[config.mk]
export PLATFORM = sky130hd
export DESIGN_NAME = logic_arb_8
export DESIGN_NICKNAME = d
export VERILOG_FILES = /design/src/rtl/logic_arb_8.sv
export SDC_FILE = /design/constraint.sdc
export NUM_CORES = 1
export LEC_CHECK = 0
export CAP_MARGIN = 20
export CORE_ASPECT_RATIO = 0.75
export CORE_MARGIN = 3
export CORE_UTILIZATION = 30
export DETAILED_ROUTE_END_ITERATION = 8
export GPL_TIMING_DRIVEN = 0
export SETUP_SLACK_MARGIN = 0.2
export SLEW_MARGIN = 0
export SYNTH_ARGS = -nofsm -noshare
export SYNTH_HDL_FRONTEND = slang
export SYNTH_SLANG_ARGS = --single-unit
export TNS_END_PERCENT = 50
[constraint.sdc]
create_clock -name clk -period 1.43 [get_ports clk]
set_input_delay 0.286 -clock clk [delete_from_list [all_inputs] [get_ports clk]]
set_output_delay 0.286 -clock clk [all_outputs]
set_load 0.005 [all_outputs]
[src/rtl/logic_arb_8.sv]
`default_nettype none
// ============================================================================
// Module   : logic_arb_8
// Purpose  : Two-requester arbiter that runs each job through one logic_8 ALU.
//            The LOGIC_ARB_RR_EN macro selects round-robin grants; when it is
//            undefined, requester 0 has fixed priority.
// Revision : 1.0 - initial release
// ============================================================================

module logic_8 (
    input  logic [7:0] a,
    input  logic [7:0] b,
    input  logic [2:0] op,
    output logic [7:0] y,
    output logic       illegal
);
    always_comb begin
        y       = 8'h00;
        illegal = 1'b0;
        case (op)
            3'b000:  y = ~a;
            3'b001:  y = a & b;
            3'b010:  y = a | b;
            3'b011:  y = ~(a & b);
            3'b100:  y = {a[6:0], a[7]};
            3'b101:  y = {a[0], a[7:1]};
            default: illegal = 1'b1;
        endcase
    end
endmodule

module logic_arb_8 (
    input  logic       clk,
    input  logic       rst,
    input  logic       Req0Valid,
    output logic       Req0Ready,
    input  logic [7:0] Req0A,
    input  logic [7:0] Req0B,
    input  logic [2:0] Req0Op,
    input  logic [2:0] Req0Cnt,
    input  logic       Req1Valid,
    output logic       Req1Ready,
    input  logic [7:0] Req1A,
    input  logic [7:0] Req1B,
    input  logic [2:0] Req1Op,
    input  logic [2:0] Req1Cnt,
    output logic       RspValid,
    input  logic       RspReady,
    output logic [7:0] RspResult,
    output logic       RspId,
    output logic       RspErr
);
    typedef enum logic [1:0] {
        IDLE = 2'd0,
        EXEC = 2'd1,
        RESP = 2'd2
    } state_t;

    state_t     r_state;
    state_t     w_next;
    logic [7:0] r_a;
    logic [7:0] r_b;
    logic [2:0] r_op;
    logic [2:0] r_cnt;
    logic       r_id;
    logic [7:0] r_result;
    logic       r_err;

    logic       w_gnt;
    logic       w_hs;
    logic       w_rot;
    logic       w_exec_done;
    logic [7:0] w_y;
    logic       w_illegal;

`ifdef LOGIC_ARB_RR_EN
    logic r_ptr;
    // With both requesters pending, the pointer names the one not served last.
    assign w_gnt = (Req0Valid && Req1Valid) ? r_ptr : Req1Valid;
`else
    assign w_gnt = !Req0Valid;
`endif

    assign Req0Ready = (r_state == IDLE) && !rst && !w_gnt && Req0Valid;
    assign Req1Ready = (r_state == IDLE) && !rst &&  w_gnt && Req1Valid;
    assign w_hs      = Req0Ready || Req1Ready;

    assign w_rot       = (r_op == 3'b100) || (r_op == 3'b101);
    assign w_exec_done = !(w_rot && (r_cnt > 3'd1));

    logic_8 u_alu (
        .a       (r_a),
        .b       (r_b),
        .op      (r_op),
        .y       (w_y),
        .illegal (w_illegal)
    );

    always_ff @(posedge clk) begin
        if (rst) r_state <= IDLE;
        else     r_state <= w_next;
    end

    always_comb begin
        w_next = r_state;
        case (r_state)
            IDLE:    if (w_hs) w_next = EXEC;
            EXEC:    if (w_exec_done) w_next = RESP;
            RESP:    if (RspReady) w_next = IDLE;
            default: w_next = IDLE;
        endcase
    end

    always_ff @(posedge clk) begin
        if (rst) begin
            r_a      <= 8'h00;
            r_b      <= 8'h00;
            r_op     <= 3'b000;
            r_cnt    <= 3'd0;
            r_id     <= 1'b0;
            r_result <= 8'h00;
            r_err    <= 1'b0;
`ifdef LOGIC_ARB_RR_EN
            r_ptr    <= 1'b0;
`endif
        end else begin
            case (r_state)
                IDLE: begin
                    if (w_hs) begin
                        r_a   <= w_gnt ? Req1A   : Req0A;
                        r_b   <= w_gnt ? Req1B   : Req0B;
                        r_op  <= w_gnt ? Req1Op  : Req0Op;
                        r_cnt <= w_gnt ? Req1Cnt : Req0Cnt;
                        r_id  <= w_gnt;
`ifdef LOGIC_ARB_RR_EN
                        r_ptr <= !w_gnt;
`endif
                    end
                end
                EXEC: begin
                    if (!w_exec_done) begin
                        // Multi-step rotate: feed the rotate-by-1 result back.
                        r_a   <= w_y;
                        r_cnt <= r_cnt - 3'd1;
                    end else begin
                        r_err <= w_illegal;
                        if (w_illegal)
                            r_result <= 8'h00;
                        else if (w_rot && (r_cnt == 3'd0))
                            r_result <= r_a;
                        else
                            r_result <= w_y;
                    end
                end
                default: ;
            endcase
        end
    end

    assign RspValid  = (r_state == RESP);
    assign RspResult = RspValid ? r_result : 8'h00;
    assign RspId     = RspValid ? r_id     : 1'b0;
    assign RspErr    = RspValid ? r_err    : 1'b0;
endmodule

`default_nettype wire

==> impl_results.md, run 1 <==
* Highest achievable clock rate at 618.4 MHz
* Buffers added on ports at 61
* Number of cells after detailed placement at 452
* Register share of total power at 0.376
* Routed wire length at 7519 um
* CP max stage delay at 0.34 ns
* P_leak at 1.506 nW
* Initial core utilization at 0.3144
* Number of violations reported at the end of detailed-routing iteration 0 at 131
* Maximum clock path buffer count at 2
* Antenna diode count at 0
* Largest net degree at the start of global routing at 11
* Share of power burned in the clock network at 0.248
* Residual antenna-violating net count after detailed routing at 0
* Number of different library cells in the post-synthesis netlist at 55
* Cell with the biggest individual delay on the critical path: dfxtp_4
* Clock tree from TritonCTS: done
* Via count of the first global-routing pass at 2286
* RSZ-0062 raised after global routing: yes
* Final hold violation count at 0
* Average instance area after synthesis at 8.094 um2
* Critical path arrival at 1.33 ns
* Source-to-sink clock delay at the later pin of the worst-skew pair at 0.28 ns
* Maximum clock skew at final layout at 0.005636 ns
* Routability congestion estimate from global placement at 0.8640
* Share of final-layout standard cells stronger than drive strength 1 at 0.3351
* Vias at 2496
* Worst-case setup slack after placement at -0.9031 ns
* Total clock buffers created by CTS at 5
* Number of endpoints failing setup at the final stage at 40
* Crit path time final at 1.617 ns
* Category of the worst setup path capture point: output port
* Area of the die at 8933 um2
* Outcome: finished with violations
* Family with the most delay on the worst path: simple AND/OR/NAND/NOR gates
* Number of flip-flops and latches in the synthesized netlist at 34
* Path type of the worst min-delay path: flop to flop
* Actual slew at the worst max-slew pin at 0.5402 ns
* Switching Fraction at 0.3259
* CTS Hold Buffers Added at 0
* Total congestion overflow after global routing at 0
* Overall track demand over capacity in global routing at 0.1675
* X dimension of the die at 108.1 um
* WL/cell at 15.38 um
* Number of iterations in the first detailed-routing pass at 4
* HPWL reported at the end of detailed placement at 5453 um
* Design internal power at 1.994 mW
* Total count of max-transition violations in the final report at 0
* Max-slew headroom at 0.6360
* Final #Nets at 438
* Core Util, Final at 0.5046
* Critical path capture point: RspResult[3]
* Number of DRC violations after detailed routing at 0
* VDD IR-drop max at 353.0 uV
* Number of buffer and inverter instances along the worst setup path at 3
* Synth Instances at 290
* Ys flop type: dfxtp_1
* MaxCap Viol Count at 0
* Violations in the final reports: negative setup slack
* WS Path Type: flop to output port
* Register-to-Register Setup Slack at -0.15 ns
* Worst Reg-to-Reg Cells at 7
* P per Cell Area at 785.1 nW/um2
* Post-layout total power at 2.958 mW
* Startpoint Class: flop
* Area growth, synth to finish at 60.50%
* Syn Nets at 341
* Clock input transition at the sequential cells of the worst setup and hold paths at 0.07 ns
* First-pass GRT wire length at 11650 um
* Maximum level of the CTS H-tree at 2
* Floorplan core area at 7466 um2
* Sw Pwr at 963.9 uW
* Proportion of power drawn by combinational gates at 0.376
* Cell chain of the critical path: and2b_2 > buf_6 > buf_8 > and2_4 > buf_6
* Largest driver fanout on the critical path at 5
* Syn. warnings at 0
* Number of top-level pins at 62
* Final WS setup at -0.1871 ns
* Vias per std cell at 5.104
* Antenna violations before repair at 0
* CP Data Required Time at 1.14 ns
* Standard-cell row count at 27
* Clock sinks at 34
* Path length in cells of the critical path at 5
* Timing startpoint of the critical path: r_state[0]$_SDFFE_PP0P_
* Root buf cell: clkbuf_8
* Number of enable flip-flop cells after synthesis at 0
* Sequential-to-total area share from yosys stat at 0.2900
* Share of async-settable or async-resettable flops after synthesis at 0
* Worst R2R Start: r_state[1]$_SDFFE_PP0P_
* Total standard cell area after synthesis at 2347 um2
* Number of standard cells in the final layout excluding fillers at 489
* Most numerous cell on the critical path: buf_6
* Fraction of the cycle the final worst path needs at 1.131
* Die Span Y at 82.61 um
* Worst r2r dst: r_a[6]$_SDFFE_PP0P_
flip-flops by register name, indices dropped and copies added (netlist names):
name      cells
r_state       2
r_op          3
r_err         1
r_result      8
r_cnt         3
r_b           8
r_a           8
r_id          1
how the worst min path moves through the flow:
stage	from	to	slack (ns)	cells past startpoint
4_1_cts	r_result[6]$_SDFFE_PP0P_	r_result[6]$_SDFFE_PP0P_	0.44	2
6_report	r_result[6]$_SDFFE_PP0P_	r_result[6]$_SDFFE_PP0P_	0.44	2
3_3_place_gp	r_result[6]$_SDFFE_PP0P_	r_result[6]$_SDFFE_PP0P_	0.42	2
2_1_floorplan	r_result[6]$_SDFFE_PP0P_	r_result[6]$_SDFFE_PP0P_	0.41	2
5_1_grt	r_cnt[0]$_SDFFE_PP0P_	r_cnt[0]$_SDFFE_PP0P_	0.47	1
3_5_place_dp	r_result[6]$_SDFFE_PP0P_	r_result[6]$_SDFFE_PP0P_	0.43	2
worst register-to-register path: cells and delay by family (launching register included):
kind | cells | cell delay, ns
simple gates | 4 | 0.82
flops | 1 | 0.34
compound gates | 1 | 0.09
buf+inv | 2 | 0.27
synth_stat cells, types with 3 or more instances:
master,number,area share
buf_4,4,0.013
a221oi_1,3,0.011
nor2_1,33,0.053
o21ai_0,16,0.034
and2_1,11,0.029
buf_2,8,0.017
a211oi_1,15,0.048
clkbuf_1,5,0.0080
o21ai_1,3,0.0064
nand3_1,5,0.011
dfxtp_1,34,0.29
a22o_1,4,0.015
nor2b_1,4,0.011
inv_1,4,0.0064
nand2_1,30,0.048
nand2b_1,4,0.011
o22ai_1,5,0.013
buf_6,3,0.014
nor3_2,3,0.013
a21oi_1,20,0.043
nand3b_1,4,0.013
mux2i_1,28,0.12
cells by family after synthesis:
family / count (synthesis) / share of synthesized area
and+or+nand+nor: 112 / 0.2559
AOI/OAI and AO/OA: 88 / 0.2591
adders and majority gates: 2 / 0.01066
buffers and inverters: 25 / 0.06023
muxes: 29 / 0.1242
DFF: 34 / 0.2900
per-layer routing:
metal  vias up  share of wire  track usage
li1       1250              -            -
met1      1161           0.48       0.2417
met2        74           0.44       0.2581
met3        11          0.063      0.02875
met4         0          0.017      0.04414
met5         -              0            0
through the flow:
| step | area (um2) | TNS, ns | hold WS, ns |
|---|---|---|---|
| CTS | 3568 | -4.542 | 0.4433 |
| global placement | 3159 | -23.01 | 0.4246 |
| global route | 3767 | -5.837 | 0.4692 |
| finish | 3767 | -3.259 | 0.4397 |
| detailed placement | 3159 | -23.70 | 0.4270 |
| floorplan | 2422 | 0 | 0.4071 |
power groups by stage:
| stage | logic, mW | registers, mW | clock network (mW) |
|---|---|---|---|
| 2_1_floorplan | 0.568 | 1.10 | 0 |
| 3_3_place_gp | 0.853 | 1.13 | 0 |
| 3_5_place_dp | 0.866 | 1.13 | 0 |
| 4_1_cts | 1.01 | 1.11 | 0.748 |
| 5_1_grt | 1.20 | 1.12 | 0.781 |
| 6_report | 1.11 | 1.11 | 0.734 |
area by class of cell:
class	instances	area (um2)
clock buffer	7	86.33
clock inverter	1	5.005
buffer	21	226.5
inverter	4	15.01
timing repair buffer	90	858.3
tap	101	126.4
fill	707	3699
sequential	34	690.7
multi-input combinational	231	1759
layout by cell type (no fill, tap or decap), drive strengths merged, types with 5 or more instances in the layout:
cell type	Yosys	layout
clkdlybuf4s50	0	46
nand2b	6	6
buf	16	56
clkbuf	5	13
dfxtp	34	34
a21oi	21	21
and2	13	13
nand2	31	31
nor2	33	33
o21ai	21	21
o22ai	5	5
a211oi	17	17
mux2i	28	28
nand3	5	5
repair_timing:
item,in CTS,in global routing
pin swaps,25,17
setup buffers,20,7
endpoints found under the setup margin,47,46
resized for setup,101,41
gates cloned,2,0
Power figures use the tool's default switching activity.
==> run 2, diff against run 1 <==
CORE_UTILIZATION = 40   (was 30)
PLACE_DENSITY = 0.71   (was default)
==> impl_results.md, run 2 (synthesized netlist as in run 1, its figures left out) <==
* Outcome: finished with violations
* Violations in the final reports: negative setup slack
* Vias at 2542 (+1.8%)
* Maximum clock skew at final layout at 0.007008 ns (+0.001372 ns)
* P per Cell Area at 888.2 nW/um2 (+13%)
* Path type of the worst min-delay path: flop to flop
* Standard-cell row count at 23 (-15%)
* HPWL reported at the end of detailed placement at 5224 um (-4.2%)
* Clock sinks at 34 (unchanged)
* Vias per std cell at 5.599 (+9.7%)
* Number of DRC violations after detailed routing at 0 (unchanged)
* Number of cells after detailed placement at 426 (-5.8%)
* First-pass GRT wire length at 12090 um (+3.8%)
* Family with the most delay on the worst path: flip-flops
* RSZ-0062 raised after global routing: yes
* Source-to-sink clock delay at the later pin of the worst-skew pair at 0.30 ns (+0.02 ns)
* Antenna violations before repair at 0 (unchanged)
* Cell chain of the critical path: and2b_2 > buf_6 > buf_8 > and2_4 > buf_6
* Number of fill cells at 423 (-40%)
* Number of endpoints failing setup at the final stage at 31 (-23%)
* Clock tree from TritonCTS: done
* Number of top-level pins at 62 (unchanged)
* Via count of the first global-routing pass at 2390 (+4.5%)
* Highest achievable clock rate at 609.6 MHz (-1.4%)
* Startpoint Class: flop
* Most numerous cell on the critical path: buf_6
* X dimension of the die at 94.46 um (-13%)
* VDD IR-drop max at 422.1 uV (+20%)
* Buffers added on ports at 61 (unchanged)
* Actual slew at the worst max-slew pin at 0.4625 ns (-0.07779 ns)
* Routed wire length at 7944 um (+5.7%)
* Total congestion overflow after global routing at 0 (unchanged)
* Category of the worst setup path capture point: output port
* Die Span Y at 72.34 um (-12%)
* Largest net degree at the start of global routing at 13 (+2)
* Cell with the biggest individual delay on the critical path: dfxtp_4
* Final hold violation count at 0 (unchanged)
* Share of final-layout standard cells stronger than drive strength 1 at 0.3377 (+0.002679)
* Number of standard cells in the final layout excluding fillers at 454 (-7.2%)
* Clock input transition at the sequential cells of the worst setup and hold paths at 0.08 ns (about the same)
* Final #Nets at 429 (-2.1%)
* Residual antenna-violating net count after detailed routing at 0 (unchanged)
* Most common cell after layout, fill and taps aside: clkdlybuf4s50_1
* Root buf cell: clkbuf_8
* TNS Setup at -3.014 ns (+0.2456 ns)
* Area growth, synth to finish at 61.09%
* Max-slew headroom at 0.6896 (+0.05360)
* Number of buffer and inverter instances along the worst setup path at 3 (unchanged)
* Top library cells by usage in the layout, fill and taps aside: 45 x clkdlybuf4s50_1, 31 x dfxtp_1, 28 x mux2i_1, 28 x nand2_1, 28 x nor2_1
* Largest driver fanout on the critical path at 5 (unchanged)
* Number of violations reported at the end of detailed-routing iteration 0 at 185 (+41%)
* Maximum clock path buffer count at 2 (unchanged)
* Maximum level of the CTS H-tree at 2 (unchanged)
* Fraction of the cycle the final worst path needs at 1.147 (+0.01627)
* Largest registers in the final layout: r_a x8, r_b x8, r_result x8
* WS Path Type: flop to output port
* Number of iterations in the first detailed-routing pass at 4 (unchanged)
* Antenna diode count at 0 (unchanged)
* CP max stage delay at 0.37 ns (+0.03 ns)
* WL/cell at 17.50 um (+14%)
* Area of the die at 6833 um2 (-24%)
* CP Data Required Time at 1.14 ns (about the same)
* Total clock buffers created by CTS at 5 (unchanged)
* Core Util, Final at 0.6879 (+0.1833)
* Routability congestion estimate from global placement at 0.9023 (+4.4%)
* Critical path arrival at 1.35 ns (+0.02 ns)
* Overall track demand over capacity in global routing at 0.2289 (+0.06146)
* Crit path time final at 1.640 ns (+0.02326 ns)
* Total count of max-transition violations in the final report at 0 (unchanged)
* Floorplan core area at 5497 um2 (-26%)
* P_leak at 1.499 nW (-0.49%)
* Final WS setup at -0.2103 ns (-0.02326 ns)
* Initial core utilization at 0.4270 (+0.1126)
* MaxCap Viol Count at 0 (unchanged)
run 2: cell count changes in the layout (fill, tap and decap cells not counted), sizes merged:
cell and delta:
clkbuf -2, dlymetal6s2s +1, clkdlybuf4s50 -1, clkdlybuf4s15 -1, bufinv +2, buf -8
run 2: timing repair:
action | CTS | global route
resized for setup | 98 | 66
setup endpoints to repair | 47 | 46
hold buffers | 0 | 0
pin swaps | 32 | 21
gates cloned | 2 | 0
buffers inserted | 8 | 10
run 2: report_power, final:
part	internal (mW)	switching (mW)	total, mW	leakage [nW]
combinational	0.579	0.564	1.14	1.15
clock	0.699	0.399	1.10	0.0683
sequential	1.02	0.0939	1.12	0.281
total	2.30	1.06	3.36	1.50
run 2: tightest hold or removal path, delay by kind of cell (launching register included):
family	cells	cell delay (ns)
and+or+nand+nor	2	0.09
DFF	1	0.31
run 2: metal layers:
| layer | vias to the layer above | routed length (um) | global-route usage |
|---|---|---|---|
| met5 | - | 0 | 0 |
| met4 | 0 | 73 | 0.06080 |
| met3 | 10 | 745 | 0.05078 |
| met2 | 118 | 3680 | 0.3640 |
| met1 | 1189 | 3444 | 0.3149 |
| li1 | 1225 | - | - |
run 2: through the flow:
step | area, um2 | hold slack (ns) | total power [mW] | setup WS (ns)
after floorplan | 2422 | 0.4071 | 1.672 | 0.01979
after global placement | 3127 | 0.4228 | 1.978 | -0.8982
after detailed placement | 3127 | 0.4234 | 1.991 | -0.9085
after CTS | 3462 | 0.4421 | 3.178 | -0.2292
after global routing | 3781 | 0.4629 | 3.505 | -0.2705
final | 3781 | 0.4385 | 3.358 | -0.2103
run 2: path summary, 6_finish.rpt:
check | slack [ns] | cells past startpoint | end | start
hold reg to reg | 0.44 | 2 | r_result[6]$_SDFFE_PP0P_ | r_result[6]$_SDFFE_PP0P_
setup / recovery | -0.21 | 5 | RspResult[1] | r_state[1]$_SDFFE_PP0P_
setup reg to reg | -0.12 | 7 | r_result[4]$_SDFFE_PP0P_ | r_state[0]$_SDFFE_PP0P_
hold / removal | 0.44 | 2 | r_result[6]$_SDFFE_PP0P_ | r_result[6]$_SDFFE_PP0P_
run 2: area by class of cell:
type,count,area [um2],share of cell area
Buffer,21,244.0,0.06453
Clock buffer,5,68.82,0.01820
Clock inverter,3,68.82,0.01820
Inverter,4,15.01,0.003971
Multi-Input combinational cell,231,1807,0.4778
Sequential cell,34,689.4,0.1823
Tap cell,75,93.84,0.02482
Timing Repair Buffer,81,794.5,0.2101
==> run 3, diff against run 2 <==
--- a/config.mk
+++ b/config.mk
@@ -9,8 +9,8 @@
 export CORE_ASPECT_RATIO = 0.75
 export CORE_MARGIN = 3
-export CORE_UTILIZATION = 40
+export CORE_UTILIZATION = 38
 export DETAILED_ROUTE_END_ITERATION = 8
 export GPL_TIMING_DRIVEN = 0
-export PLACE_DENSITY = 0.71
+export PLACE_DENSITY = 0.68
 export SETUP_SLACK_MARGIN = 0.2
 export SLEW_MARGIN = 0
==> constraint.sdc (replaced) <==
create_clock -name clk -period 1.43 [get_ports clk]
set_input_delay 0.286 -clock clk [delete_from_list [all_inputs] [get_ports clk]]
set_output_delay 0.286 -clock clk [all_outputs]
set_load 0.1 [all_outputs]
==> impl_results.md, run 3 (synthesized netlist as in run 1, its figures left out) <==
* Most utilized layer in the global route result: met2
* Initial core utilization at 0.3988 (-0.02823)
* X dimension of the die at 96.75 um (+2.4%)
* Buffers added on ports at 61 (unchanged)
* Proportion of power drawn by combinational gates at 0.372 (+0.032)
* Met1 layer usage reported by global route at 0.2936 (-0.02134)
* Die Span Y at 74.07 um (+2.4%)
* Final #Nets at 426 (-0.70%)
* Most common cell after layout, fill and taps aside: clkdlybuf4s50_1
* Fraction of the cycle the final worst path needs at 1.170 (+0.02243)
* Switching Fraction at 0.3394 (+0.02482)
* Worst hold path cell count at 2 (unchanged)
* Category of the worst setup path capture point: output port
* VDD IR-drop max at 493.8 uV (+17%)
* Startpoint Class: flop
* Total count of max-transition violations in the final report at 0 (unchanged)
* CP Data Required Time at 1.14 ns (about the same)
* Crit path time final at 1.672 ns (+0.03208 ns)
* Core Util, Final at 0.6675 (-0.02040)
* WS Path Type: flop to output port
* Root buf cell: clkbuf_8
* Critical path arrival at 1.39 ns (+0.04 ns)
* Clock sinks at 34 (unchanged)
* Antenna violations before repair at 0 (unchanged)
* Design internal power at 2.150 mW (-6.6%)
* Worst R2R Start: r_op[1]$_SDFFE_PP0P_
* Final hold violation count at 0 (unchanged)
* Area of the die at 7166 um2 (+4.9%)
* Overall track demand over capacity in global routing at 0.2071 (-0.02180)
* Maximum clock skew at final layout at 0.003770 ns (-0.003238 ns)
* Area growth, synth to finish at 67.38%
* Number of cells after detailed placement at 429 (+0.70%)
* Share of power burned in the clock network at 0.280 (-0.047)
* Via count of the first global-routing pass at 2280 (-4.6%)
* Largest driver fanout on the critical path at 10 (+5)
* Number of endpoints failing setup at the final stage at 40 (+29%)
* Clock input transition at the sequential cells of the worst setup and hold paths at 0.08 ns (about the same)
* RSZ-0062 raised after global routing: yes
* Antenna diode count at 0 (unchanged)
* Final WS setup at -0.2424 ns (-0.03208 ns)
* WL/cell at 17.32 um (-1.0%)
* Largest net degree at the start of global routing at 13 (unchanged)
* P_leak at 1.505 nW (+0.43%)
* Register-to-Register Setup Slack at -0.13 ns (about the same)
* Number of violations reported at the end of detailed-routing iteration 0 at 168 (-9.2%)
* Global Route met2 Usage at 0.3379 (-0.02607)
* Max-slew headroom at 0.7246 (+0.03500)
* P per Cell Area at 828.5 nW/um2 (-6.7%)
* Number of top-level pins at 62 (unchanged)
* Worst Reg-to-Reg Cells at 7 (unchanged)
* Vias per std cell at 5.656 (+1.0%)
* Clock tree from TritonCTS: done
* Outcome: finished with violations
* Met3 Use GR at 0.03843 (-0.01235)
* Worst hold path endpoint: r_result[6]$_SDFFE_PP0P_
* Residual antenna-violating net count after detailed routing at 0 (unchanged)
* Standard-cell row count at 24 (+4.3%)
* Origin of the worst min-delay path: r_result[6]$_SDFFE_PP0P_
* Vias at 2568 (+1.0%)
* Number of fill cells at 490 (+16%)
* Actual slew at the worst max-slew pin at 0.4087 ns (-0.05372 ns)
* Largest registers in the final layout: r_a x8, r_b x8, r_result x8
* Source-to-sink clock delay at the later pin of the worst-skew pair at 0.29 ns (about the same)
* Sw Pwr at 1.105 mW (+4.6%)
* Highest achievable clock rate at 597.9 MHz (-1.9%)
* MaxCap Viol Count at 0 (unchanged)
* Number of DRC violations after detailed routing at 0 (unchanged)
* Total congestion overflow after global routing at 0 (unchanged)
* Maximum clock path buffer count at 2 (unchanged)
* Number of standard cells in the final layout excluding fillers at 454 (unchanged)
* CTS Hold Buffers Added at 0 (unchanged)
* Worst r2r dst: r_a[4]$_SDFFE_PP0P_
* First-pass GRT wire length at 11750 um (-2.8%)
* Routability congestion estimate from global placement at 0.8916 (-1.2%)
* Register share of total power at 0.347 (+0.014)
* Total clock buffers created by CTS at 5 (unchanged)
* Maximum level of the CTS H-tree at 2 (unchanged)
* Path type of the worst min-delay path: flop to flop
* Number of iterations in the first detailed-routing pass at 5 (+1)
* Routed wire length at 7862 um (-1.0%)
* Share of final-layout standard cells stronger than drive strength 1 at 0.3883 (+0.05057)
* Floorplan core area at 5886 um2 (+7.1%)
* Top library cells by usage in the layout, fill and taps aside: 45 x clkdlybuf4s50_1, 30 x nand2_1, 28 x mux2i_1, 26 x nor2_1, 26 x dfxtp_1
* Violations in the final reports: negative setup slack
* HPWL reported at the end of detailed placement at 5397 um (+3.3%)
==> run 3: cell type report <==
cell class              instances  area [um2]  share of cell area
inverters                       4       15.01            0.003822
plain buffers                  21       264.0             0.06720
multi-input cells             231        1837              0.4675
clock inverters                 3       45.04             0.01146
well taps                      78       97.59             0.02484
clock buffers                   5       68.82             0.01752
flip-flops and latches         34       693.2              0.1764
repair buffers                 78       908.4              0.2312
==> run 3: per-stage QoR <==
step / TNS (ns) / cell area, um2 / power [mW] / setup slack [ns] / hold slack (ns)
3_5_place_dp: -30.76 / 3183 / 2.060 / -1.343 / 0.4299
3_3_place_gp: -30.11 / 3183 / 2.046 / -1.340 / 0.4286
6_report: -3.852 / 3929 / 3.255 / -0.2424 / 0.4420
2_1_floorplan: -0.04560 / 2475 / 1.735 / -0.005046 / 0.4157
4_1_cts: -4.488 / 3667 / 3.106 / -0.2404 / 0.4401
5_1_grt: -5.864 / 3929 / 3.390 / -0.2777 / 0.4601
==> run 3: power by group through the flow <==
stage	Clock [mW]	Sequential [mW]	Combinational [mW]
floorplan	0	1.11	0.630
global placement	0	1.13	0.914
detailed placement	0	1.13	0.925
CTS	0.918	1.11	1.07
global route	0.959	1.14	1.29
finish	0.913	1.13	1.21
==> run 3: worst max-delay path: stages, from the launching register on <==
cell,delay (ns)
dfxtp_4,0.38
and2b_2,0.24
clkbuf_16,0.16
and2_4,0.16
buf_12,0.16
==> run 3: metal layers <==
layer | up-vias | wire length (um)
met5 | - | 0
met4 | 0 | 48
met3 | 8 | 584
met2 | 110 | 3549
met1 | 1220 | 3680
li1 | 1230 | -
==> run 3: what timing repair did <==
action / CTS / global route
endpoints found under the hold margin: 0 / 0
pin swaps: 15 / 18
resized for setup: 167 / 55
endpoints found under the setup margin: 47 / 45
gates cloned: 2 / 3
buffers inserted: 5 / 7
==> run 3: worst max path at each step <==
stage | start | slack (ns) | cells after the start | end
final | r_state[0]$_SDFFE_PP0P_ | -0.24 | 4 | RspResult[6]
after global routing | r_state[0]$_SDFFE_PP0P_ | -0.28 | 4 | RspResult[6]
after CTS | r_state[0]$_SDFFE_PP0P_ | -0.24 | 4 | RspResult[4]
after detailed placement | Req0Valid | -1.34 | 5 | Req1Ready
after global placement | Req0Valid | -1.34 | 5 | Req1Ready
after floorplan | r_state[0]$_SDFFE_PP0P_ | -0.005 | 3 | RspId
